<file path="config.mk">
export PLATFORM = sky130hd
export DESIGN_NAME = level_stack_flat
export DESIGN_NICKNAME = d
export VERILOG_FILES = /design/src/rtl/level_stack_pkg.sv /design/src/rtl/level_stack_if.sv /design/src/rtl/level_stack_pc_lifo.sv /design/src/rtl/level_stack.sv /design/src/flat_wrapper.sv
export SDC_FILE = /design/constraint.sdc
export NUM_CORES = 1
export LEC_CHECK = 0
export ABC_AREA = 1
export CAP_MARGIN = 20
export CORE_ASPECT_RATIO = 1.25
export CORE_MARGIN = 3
export CORE_UTILIZATION = 60
export CTS_CLUSTER_DIAMETER = 120
export DETAILED_ROUTE_END_ITERATION = 10
export DONT_BUFFER_PORTS = 1
export PLACE_DENSITY_LB_ADDON = 0.3
export SLEW_MARGIN = 20
export SYNTH_ARGS = -nofsm -noshare
export SYNTH_HDL_FRONTEND = slang
export SYNTH_SLANG_ARGS = --single-unit
export TNS_END_PERCENT = 50
</file>
<file path="constraint.sdc">
create_clock -name clk -period 5.5 [get_ports clk]
set_input_delay 1.1 -clock clk [delete_from_list [all_inputs] [get_ports clk]]
set_output_delay 1.1 -clock clk [all_outputs]
set_load 0.02 [all_outputs]
</file>
<file path="src/rtl/level_stack_pkg.sv">
// Shared types and defaults for the preemption-level controller.
// Build option LEVEL_STACK_TAILCHAIN_EN is consumed in level_stack.sv.
package level_stack_pkg;

  localparam int unsigned DataWidthDefault = 32;
  localparam int unsigned NumLevelsDefault = 8;
  localparam logic [31:0] RaMagicDefault   = 32'hFFFF_FFFC;

  typedef enum logic [1:0] {
    RUN,
    ENTER,
    EXIT
  } state_t;

  // Saved context at the default widths (3-bit level, 32-bit pc).
  typedef struct packed {
    logic [2:0]  level;
    logic [31:0] pc;
  } frame_t;

endpackage

</file>
<file path="src/rtl/level_stack_if.sv">
// Request/jump/redirect bundle between the core, interrupt controller and level_stack.
interface level_stack_if #(
  parameter int unsigned DataWidth = 32,
  parameter int unsigned NumLevels = 8
);
  localparam int unsigned IndexLevels = $clog2(NumLevels);

  logic                   stall;
  logic                   irqValid;
  logic [IndexLevels-1:0] irqLevel;
  logic [DataWidth-1:0]   irqVector;
  logic                   irqAck;
  logic [DataWidth-1:0]   pcIn;
  logic                   jumpValid;
  logic [DataWidth-1:0]   jumpTarget;
  logic [IndexLevels-1:0] level;
  logic                   writeRaEn;
  logic [DataWidth-1:0]   writeRaData;
  logic                   pcRedirectValid;
  logic [DataWidth-1:0]   pcRedirect;
  logic [IndexLevels-1:0] depth;
  logic                   retErr;

  modport master (
    output stall, irqValid, irqLevel, irqVector, pcIn, jumpValid, jumpTarget,
    input  irqAck, level, writeRaEn, writeRaData, pcRedirectValid, pcRedirect, depth, retErr
  );

  modport slave (
    input  stall, irqValid, irqLevel, irqVector, pcIn, jumpValid, jumpTarget,
    output irqAck, level, writeRaEn, writeRaData, pcRedirectValid, pcRedirect, depth, retErr
  );
endinterface

</file>
<file path="src/rtl/level_stack_pc_lifo.sv">
// LIFO of saved {level, resume pc} frames; top is the most recent push.
module pc_lifo #(
  parameter type         T      = logic,
  parameter int unsigned Depth  = 7,
  parameter int unsigned CountW = 3
) (
  input  logic              clk,
  input  logic              reset,
  input  logic              push,
  input  logic              pop,
  input  T                  data,
  output T                  top,
  output logic [CountW-1:0] count
);

  T mem [Depth];

  always_ff @(posedge clk) begin
    if (!reset) begin
      count <= '0;
    end else if (push && (count < CountW'(Depth))) begin
      mem[count] <= data;
      count      <= count + 1'b1;
    end else if (pop && (count != '0)) begin
      count <= count - 1'b1;
    end
  end

  assign top = (count == '0) ? T'('0) : mem[count - 1'b1];

endmodule

</file>
<file path="src/rtl/level_stack.sv">
// Preemption-level controller: enters/leaves handler levels and redirects fetch.
// Optional LEVEL_STACK_TAILCHAIN_EN lets a return chain directly into a pending irq.
module level_stack
  import level_stack_pkg::*;
#(
  parameter int unsigned          DataWidth = DataWidthDefault,
  parameter int unsigned          NumLevels = NumLevelsDefault,
  parameter logic [DataWidth-1:0] RaMagic   = DataWidth'(RaMagicDefault)
) (
  input logic          clk,
  input logic          reset,
  level_stack_if.slave bus
);

  localparam int unsigned IndexLevels = $clog2(NumLevels);
  localparam int unsigned StackDepth  = NumLevels - 1;

  typedef struct packed {
    logic [IndexLevels-1:0] level;
    logic [DataWidth-1:0]   pc;
  } slot_t;

  state_t                 state;
  logic [IndexLevels-1:0] level_q;
  logic                   write_ra_q;
  logic                   redirect_valid_q;
  logic [DataWidth-1:0]   redirect_q;
  logic                   ret_err_q;

  slot_t                  top;
  logic [IndexLevels-1:0] count;
  logic                   ret, run_go, full, chain, take_irq, do_ret, ack;

  assign ret    = bus.jumpValid && (bus.jumpTarget == RaMagic);
  assign run_go = reset && (state == RUN) && !bus.stall;
  assign full   = (count == IndexLevels'(StackDepth));

`ifdef LEVEL_STACK_TAILCHAIN_EN
  // Reuses the top frame: the handler we chain into returns to the same context.
  assign chain = run_go && ret && (count != '0) && bus.irqValid && (bus.irqLevel > top.level);
`else
  assign chain = 1'b0;
`endif

  assign take_irq = run_go && !ret && bus.irqValid && (bus.irqLevel > level_q) && !full;
  assign do_ret   = run_go && ret && (count != '0) && !chain;
  assign ack      = take_irq || chain;

  pc_lifo #(
    .T      (slot_t),
    .Depth  (StackDepth),
    .CountW (IndexLevels)
  ) u_lifo (
    .clk   (clk),
    .reset (reset),
    .push  (take_irq),
    .pop   (do_ret),
    .data  ('{level: level_q, pc: bus.pcIn}),
    .top   (top),
    .count (count)
  );

  always_ff @(posedge clk) begin
    if (!reset) begin
      state            <= RUN;
      level_q          <= '0;
      write_ra_q       <= 1'b0;
      redirect_valid_q <= 1'b0;
      redirect_q       <= '0;
      ret_err_q        <= 1'b0;
    end else begin
      write_ra_q       <= 1'b0;
      redirect_valid_q <= 1'b0;
      unique case (state)
        RUN: begin
          if (ack) begin
            state            <= ENTER;
            level_q          <= bus.irqLevel;
            write_ra_q       <= 1'b1;
            redirect_valid_q <= 1'b1;
            redirect_q       <= bus.irqVector;
          end else if (do_ret) begin
            state            <= EXIT;
            level_q          <= top.level;
            redirect_valid_q <= 1'b1;
            redirect_q       <= top.pc;
          end else if (run_go && ret) begin
            ret_err_q <= 1'b1;
          end
        end
        ENTER, EXIT: state <= RUN;
        default:     state <= RUN;
      endcase
    end
  end

  assign bus.irqAck          = ack;
  assign bus.level           = level_q;
  assign bus.writeRaEn       = write_ra_q;
  assign bus.writeRaData     = RaMagic;
  assign bus.pcRedirectValid = redirect_valid_q;
  assign bus.pcRedirect      = redirect_q;
  assign bus.depth           = count;
  assign bus.retErr          = ret_err_q;

endmodule

</file>
<file path="src/flat_wrapper.sv">
// flat-port wrapper written by rule: the top's interface ports become plain ports
module level_stack_flat import level_stack_pkg::*;
#(
  parameter int unsigned          DataWidth = DataWidthDefault,
  parameter int unsigned          NumLevels = NumLevelsDefault,
  parameter logic [DataWidth-1:0] RaMagic   = DataWidth'(RaMagicDefault)
)
  (clk, reset, bus_stall, bus_irqValid, bus_irqLevel, bus_irqVector, bus_pcIn, bus_jumpValid, bus_jumpTarget, bus_irqAck, bus_level, bus_writeRaEn, bus_writeRaData, bus_pcRedirectValid, bus_pcRedirect, bus_depth, bus_retErr);
  level_stack_if #(.DataWidth(DataWidth), .NumLevels(NumLevels)) bus_i ();
  input logic clk;
  input logic reset;
  input wire logic [$bits(bus_i.stall)-1:0] bus_stall;
  input wire logic [$bits(bus_i.irqValid)-1:0] bus_irqValid;
  input wire logic [$bits(bus_i.irqLevel)-1:0] bus_irqLevel;
  input wire logic [$bits(bus_i.irqVector)-1:0] bus_irqVector;
  input wire logic [$bits(bus_i.pcIn)-1:0] bus_pcIn;
  input wire logic [$bits(bus_i.jumpValid)-1:0] bus_jumpValid;
  input wire logic [$bits(bus_i.jumpTarget)-1:0] bus_jumpTarget;
  output wire logic [$bits(bus_i.irqAck)-1:0] bus_irqAck;
  output wire logic [$bits(bus_i.level)-1:0] bus_level;
  output wire logic [$bits(bus_i.writeRaEn)-1:0] bus_writeRaEn;
  output wire logic [$bits(bus_i.writeRaData)-1:0] bus_writeRaData;
  output wire logic [$bits(bus_i.pcRedirectValid)-1:0] bus_pcRedirectValid;
  output wire logic [$bits(bus_i.pcRedirect)-1:0] bus_pcRedirect;
  output wire logic [$bits(bus_i.depth)-1:0] bus_depth;
  output wire logic [$bits(bus_i.retErr)-1:0] bus_retErr;
  assign bus_i.stall = bus_stall;
  assign bus_i.irqValid = bus_irqValid;
  assign bus_i.irqLevel = bus_irqLevel;
  assign bus_i.irqVector = bus_irqVector;
  assign bus_i.pcIn = bus_pcIn;
  assign bus_i.jumpValid = bus_jumpValid;
  assign bus_i.jumpTarget = bus_jumpTarget;
  assign bus_irqAck = bus_i.irqAck;
  assign bus_level = bus_i.level;
  assign bus_writeRaEn = bus_i.writeRaEn;
  assign bus_writeRaData = bus_i.writeRaData;
  assign bus_pcRedirectValid = bus_i.pcRedirectValid;
  assign bus_pcRedirect = bus_i.pcRedirect;
  assign bus_depth = bus_i.depth;
  assign bus_retErr = bus_i.retErr;
  level_stack #(.DataWidth(DataWidth), .NumLevels(NumLevels), .RaMagic(RaMagic)) u_core (.clk(clk), .reset(reset), .bus(bus_i));
endmodule
</file>
==> impl_metrics.tcl, run 1 <==
set metrics [dict create \
    vias 8025 \
    slowest_delay_ns 0.63 \
    hold_viol 0 \
    dominantRegCellSynth "edfxtp_1" \
    yosysUniqueCellTypes 29 \
    wl_per_cell_um 18.8 \
    synth.cell_area_um2 12300 \
    rsz0062_at_grt "no" \
    path_cells "inv_1 > ha_1 > nand2_1 > o21a_1 > nor2_2 > nand2_4 > inv_1" \
    place_area_um2 12400 \
    place_congestion 0.813 \
    nets 1247 \
    viasPerCell 5.63 \
    pin_count 178 \
    grt_use_total_pct 23.7 \
    nFillCells 1514 \
    path_depth 7 \
    routed_wl_mm 26.8 \
    clock_latency_ns 0.54 \
    netlist.area_leader.share_pct 59.7 \
    finalSetupViolations 0 \
    status "finished, final reports clean" \
    hold_path.class "reg -> reg" \
    final.setup.tns_ns 0 \
    clock_skew_ns 0.0117 \
    cp_slowest_cell "dfxtp_1" \
    worstSetupStartpointType "flop" \
    diodes 0 \
    syn2layout_area_growth_pct 7.86 \
    grt_pass1_wl_mm 41.8 \
    yosys-top-cells-count "251 x nand2_1, 245 x edfxtp_1, 190 x nor2_1" \
    cts_root_buf "clkbuf_16" \
    rows 58 \
    p_leak_uw 0.00502 \
    grt_pass1_vias 7701 \
    final_antenna_net_count 0 \
    dp_hpwl_mm 15.4 \
    synth_area_leaders "edfxtp_1 60%, nand2_1 7.6%, dfxtp_1 7.0%" \
    timing.critical_path.mode_cell "inv_1" \
    post-route-util_pct 65.9 \
    die-width_um 134 \
    relSlewSlack_pct 33.2 \
    worst_ep_required_time_ns 4.40 \
    cts_tree "yes" \
    initial_core_util_pct 61.1 \
    syn_area_per_cell_um2 10.6 \
    layout-drive-gt1-share_pct 6.66 \
    worstSetupPathType "reg -> out" \
    fin_area_um2 13300 \
    crit_family "simple AND/OR/NAND/NOR gates" \
    fmax_ghz 0.244 \
    async_flop_share_pct 0 \
    cap_viol_max_count 0 \
    grt_max_degree 82 \
    die_h_um 166 \
    crit_fanout 81 \
    antenna_found_initial 0 \
    slew_violations 0 \
    ys_seq_area_share_pct 66.7 \
    reg2regPathDepth 8 \
    path_clk_slew_ns 0.07 \
    fin_crit_sh_pct 74.6 \
    core_area_um2 20200 \
    synth.most_common_cell "nand2_1" \
    post_cts_buffers 0 \
    min_period_ns 4.10 \
    p_total_uw 4750 \
    cts_max_path_buffers 3 \
    end_kind "output pin" \
    cts.sinks 288 \
    drt-pass1-iter-count 5 \
    ys_warn_count 0 \
    worstMarginPinSlew_ns 1.00 \
    place.port_buffers 0 \
    hold_buffers 0 \
    synth.ff_latch_count 288 \
    gr-total-overflow 0 \
    yosysTopAreaCell "edfxtp_1" \
    htreeDepth 1 \
    path_buf_inv 2 \
    power-per-cell-area_nw_per_um2 357 \
    die-area_um2 22300 \
    synth_edf_count 245 \
    drc 0 \
    netlist_instances 1161 \
    post_cts_resize_count 0 \
    ir_drop_uv 272 \
    cts_buffers 26 \
    drt_iter0_drc 719 \
    worstPathArrival_ns 3.00 \
    hold_depth 2 \
]
layout by cell type (no fill, tap or decap), types with 3 or more instances in the layout:
master,synthesis,final
buf_4,43,15
inv_2,4,3
o21ai_0,58,58
clkinv_2,0,3
ha_1,7,6
inv_1,51,51
nand3_1,112,112
a21oi_1,12,12
bufinv_16,0,6
edfxtp_1,245,245
nor2_1,190,190
o211ai_1,35,35
clkinv_1,0,5
clkbuf_16,0,27
conb_1,2,32
nand2_1,251,251
clkbuf_1,16,3
nor4_4,0,7
dfxtp_1,43,42
o21ai_1,32,32
stage by stage:
step / setup slack (ns) / hold WS [ns] / cells
CTS: 1.38 / 0.582 / 1426
floorplan: 0.908 / 0.558 / 1191
finish: 1.40 / 0.579 / 1426
detailed placement: 1.63 / 0.573 / 1378
global route: 1.18 / 0.600 / 1426
global placement: 1.70 / 0.570 / 1378
area by class of cell:
cell class | count | area [µm²] | share of cell area [%]
Sequential cell | 288 | 8220 | 61.8
Clock buffer | 30 | 687 | 5.17
Timing Repair Buffer | 16 | 133 | 0.997
Clock inverter | 18 | 246 | 1.85
Multi-Input combinational cell | 748 | 3460 | 26.0
Inverter | 56 | 215 | 1.62
Tap cell | 270 | 338 | 2.54
worst paths after layout:
path | startpoint | to | slack [ns]
worst min-delay path | u_core.bus.pcRedirect[3] | u_core.bus.pcRedirect[3] | 0.58
worst max-delay path | u_core.bus.level[1] | bus_irqAck | 1.40
worst min register to register | u_core.bus.pcRedirect[3] | u_core.bus.pcRedirect[3] | 0.58
worst max register to register | u_core.bus.level[1] | u_core.u_lifo.mem[2][14] | 1.86
sequential cells by signal (all words and copies together), names as in the netlist:
register	cells
u_core.state	2
u_core.bus.pcRedirect	32
u_core.u_lifo.mem	245
u_core.bus.pcRedirectValid	1
u_core.bus.level	3
u_core.u_lifo.count	3
u_core.bus.writeRaEn	1
u_core.bus.retErr	1
worst min-delay path: stages, from the launching register on:
cell,delay (ns)
dfxtp_1,0.38
nor2_1,0.12
nor2_1,0.05
cell families after synthesis:
group	count (synthesis)	share of synthesized area [%]
XOR/XNOR	1	0.223
flip-flops	288	66.7
buffers and inverters	155	6.76
AO/OA/AOI/OAI	138	6.33
AND/OR/NAND/NOR	570	19.3
other	2	0.0609
adder cells (fa/ha/maj)	7	0.710
layer usage:
| layer | global-route usage [%] | vias to the layer above | share of wire [%] |
|---|---|---|---|
| li1 | - | 3847 | - |
| met1 | 31.0 | 3781 | 40 |
| met2 | 39.2 | 355 | 48 |
| met3 | 6.18 | 42 | 9.8 |
| met4 | 7.35 | 0 | 2.5 |
| met5 | 0 | - | 0 |
power breakdown:
group          leakage [µW]  internal, µW  switching, µW  total [µW]
registers           0.00258          2390           38.3        2430
logic               0.00198           102            255         357
clock network      0.000450          1180            780        1960
Power figures use the tool's default switching activity.
==> run 2: changes to the inputs <==
- clock period: 5.5 -> 3.94 ns (I/O delays scaled with it)
==> run 2 against run 1 <==
- design area shrank 0.11%
- non-clock buffer count grew 7
- critical path depth is the same
- register-to-register slack lost 0.78 ns
- sequential share of layout area grew 0.070 points
- total power grew 33%
- sequential power grew 39%
- largest power group unchanged
- hold slack lost 0.24 ns
- via count grew 1.7%
==> impl_metrics.tcl, run 2 (synthesis gave the netlist of run 1 again) <==
set metrics [dict create \
    layout-drive-gt1-share_pct 6.96 \
    cts_tree "yes" \
    antenna_found_initial 0 \
    cap_viol_max_count 0 \
    die-width_um 134 \
    vias 8163 \
    path_clk_slew_ns 0.07 \
    status "finished, final reports clean" \
    die_h_um 166 \
    hold_path.class "in -> reg" \
    hold_buffers 0 \
    finalNonFillerCells 1433 \
    worstSetupStartpointType "flop" \
    final_cell_mix "251 x nand2_1, 245 x edfxtp_1, 190 x nor2_1" \
    nets 1254 \
    grt_pass1_vias 7920 \
    place_area_um2 12500 \
    final_antenna_net_count 0 \
    rows 58 \
    wl_per_cell_um 18.8 \
    post_cts_resize_count 0 \
    die-area_um2 22300 \
    largest_register_ff_count 245 \
    pin_count 178 \
    cts_max_path_buffers 3 \
    dpl.cell_count 1385 \
    gr-total-overflow 0 \
    post-route-util_pct 65.8 \
    rsz0062_at_grt "no" \
    dp_hpwl_mm 15.7 \
    place.port_buffers 0 \
    drc 0 \
    routed_wl_mm 26.9 \
    top_register "u_core.u_lifo.mem" \
    fmax_ghz 0.302 \
    final.setup.tns_ns 0 \
    syn2layout_area_growth_pct 7.73 \
    power-per-cell-area_nw_per_um2 477 \
    r2r_slack_ns 1.08 \
    drt_iter0_drc 635 \
    slew_violations 0 \
    relSlewSlack_pct 44.0 \
    ir_drop_uv 309 \
    htreeDepth 1 \
    grt_max_degree 138 \
    hold_viol 0 \
    min_period_ns 3.31 \
    post_cts_buffers 0 \
    worstPathArrival_ns 2.52 \
    worstMarginPinSlew_ns 0.840 \
    end_kind "output pin" \
    grt_use_total_pct 23.5 \
    clock_skew_ns 0.0237 \
    worstSetupPathType "reg -> out" \
    place_congestion 0.800 \
    fin_area_um2 13300 \
    hold_ws_ns 0.339 \
    viasPerCell 5.70 \
    mostFrequentLayoutCell "nand2_1" \
    cts_buffers 26 \
    fin_crit_sh_pct 83.9 \
    cts.sinks 288 \
    crit_fanout 20 \
    worst_ep_required_time_ns 3.15 \
    grt_pass1_wl_mm 41.6 \
    finalSetupViolations 0 \
    p_leak_uw 0.00502 \
    core_area_um2 20200 \
    clock_latency_ns 0.54 \
    cts_root_buf "clkbuf_16" \
    drt-pass1-iter-count 4 \
    diodes 0 \
    initial_core_util_pct 61.1 \
]
==> run 2: cell types whose count changed in the layout (fill, tap and decap cells not counted), sizes merged <==
cell	delta
buf	+7
inv	-1
clkinvlp	-1
bufinv	-6
clkinv	-2
clkbuf	+10
==> run 2: metrics by stage <==
stage | total power (µW) | setup slack (ns)
2_1_floorplan | 3870 | -0.340
3_3_place_gp | 3960 | 1.07
3_5_place_dp | 3970 | 1.03
4_1_cts | 6340 | 0.626
5_1_grt | 6520 | 0.470
6_report | 6330 | 0.633
==> run 2: layout make-up <==
cell class	count	area, µm²
Tap cell	270	338
Timing Repair Buffer	23	223
Clock inverter	8	53.8
Sequential cell	288	8220
Inverter	56	215
Clock buffer	40	774
Fill cell	1448	6890
Multi-Input combinational cell	748	3460
==> run 2: routing by layer <==
metal / track usage [%] / routed length (µm) / vias up
met3: 5.36 / 2410 / 69
met1: 30.0 / 10700 / 3831
li1: - / - / 3862
met2: 39.0 / 13000 / 401
met4: 9.70 / 813 / 0
met5: 0 / 0 / -
==> run 2: worst max-delay path, cell delays in order (launching register included) <==
cell     delay (ns)
dfxtp_1        0.63
inv_1          0.09
ha_1           0.34
nand2_1        0.07
o21a_1         0.18
nor2_2         0.20
nand2_4        0.25
inv_1          0.24
==> run 2: path summary, 6_finish.rpt <==
path                                                from                        to  depth (start not counted)
worst min register to register  u_core.bus.pcRedirect[2]  u_core.bus.pcRedirect[2]                          2
worst max register to register       u_core.bus.level[2]  u_core.u_lifo.mem[0][31]                          8
worst min-delay path                         bus_pcIn[5]   u_core.u_lifo.mem[4][5]                          0
worst max-delay path                 u_core.bus.level[2]                bus_irqAck                          7
==> run 2: report_power, final <==
part | total, µW | switching [µW] | internal [µW]
logic | 526 | 371 | 154
registers | 3380 | 44.3 | 3340
clock network | 2420 | 1070 | 1360
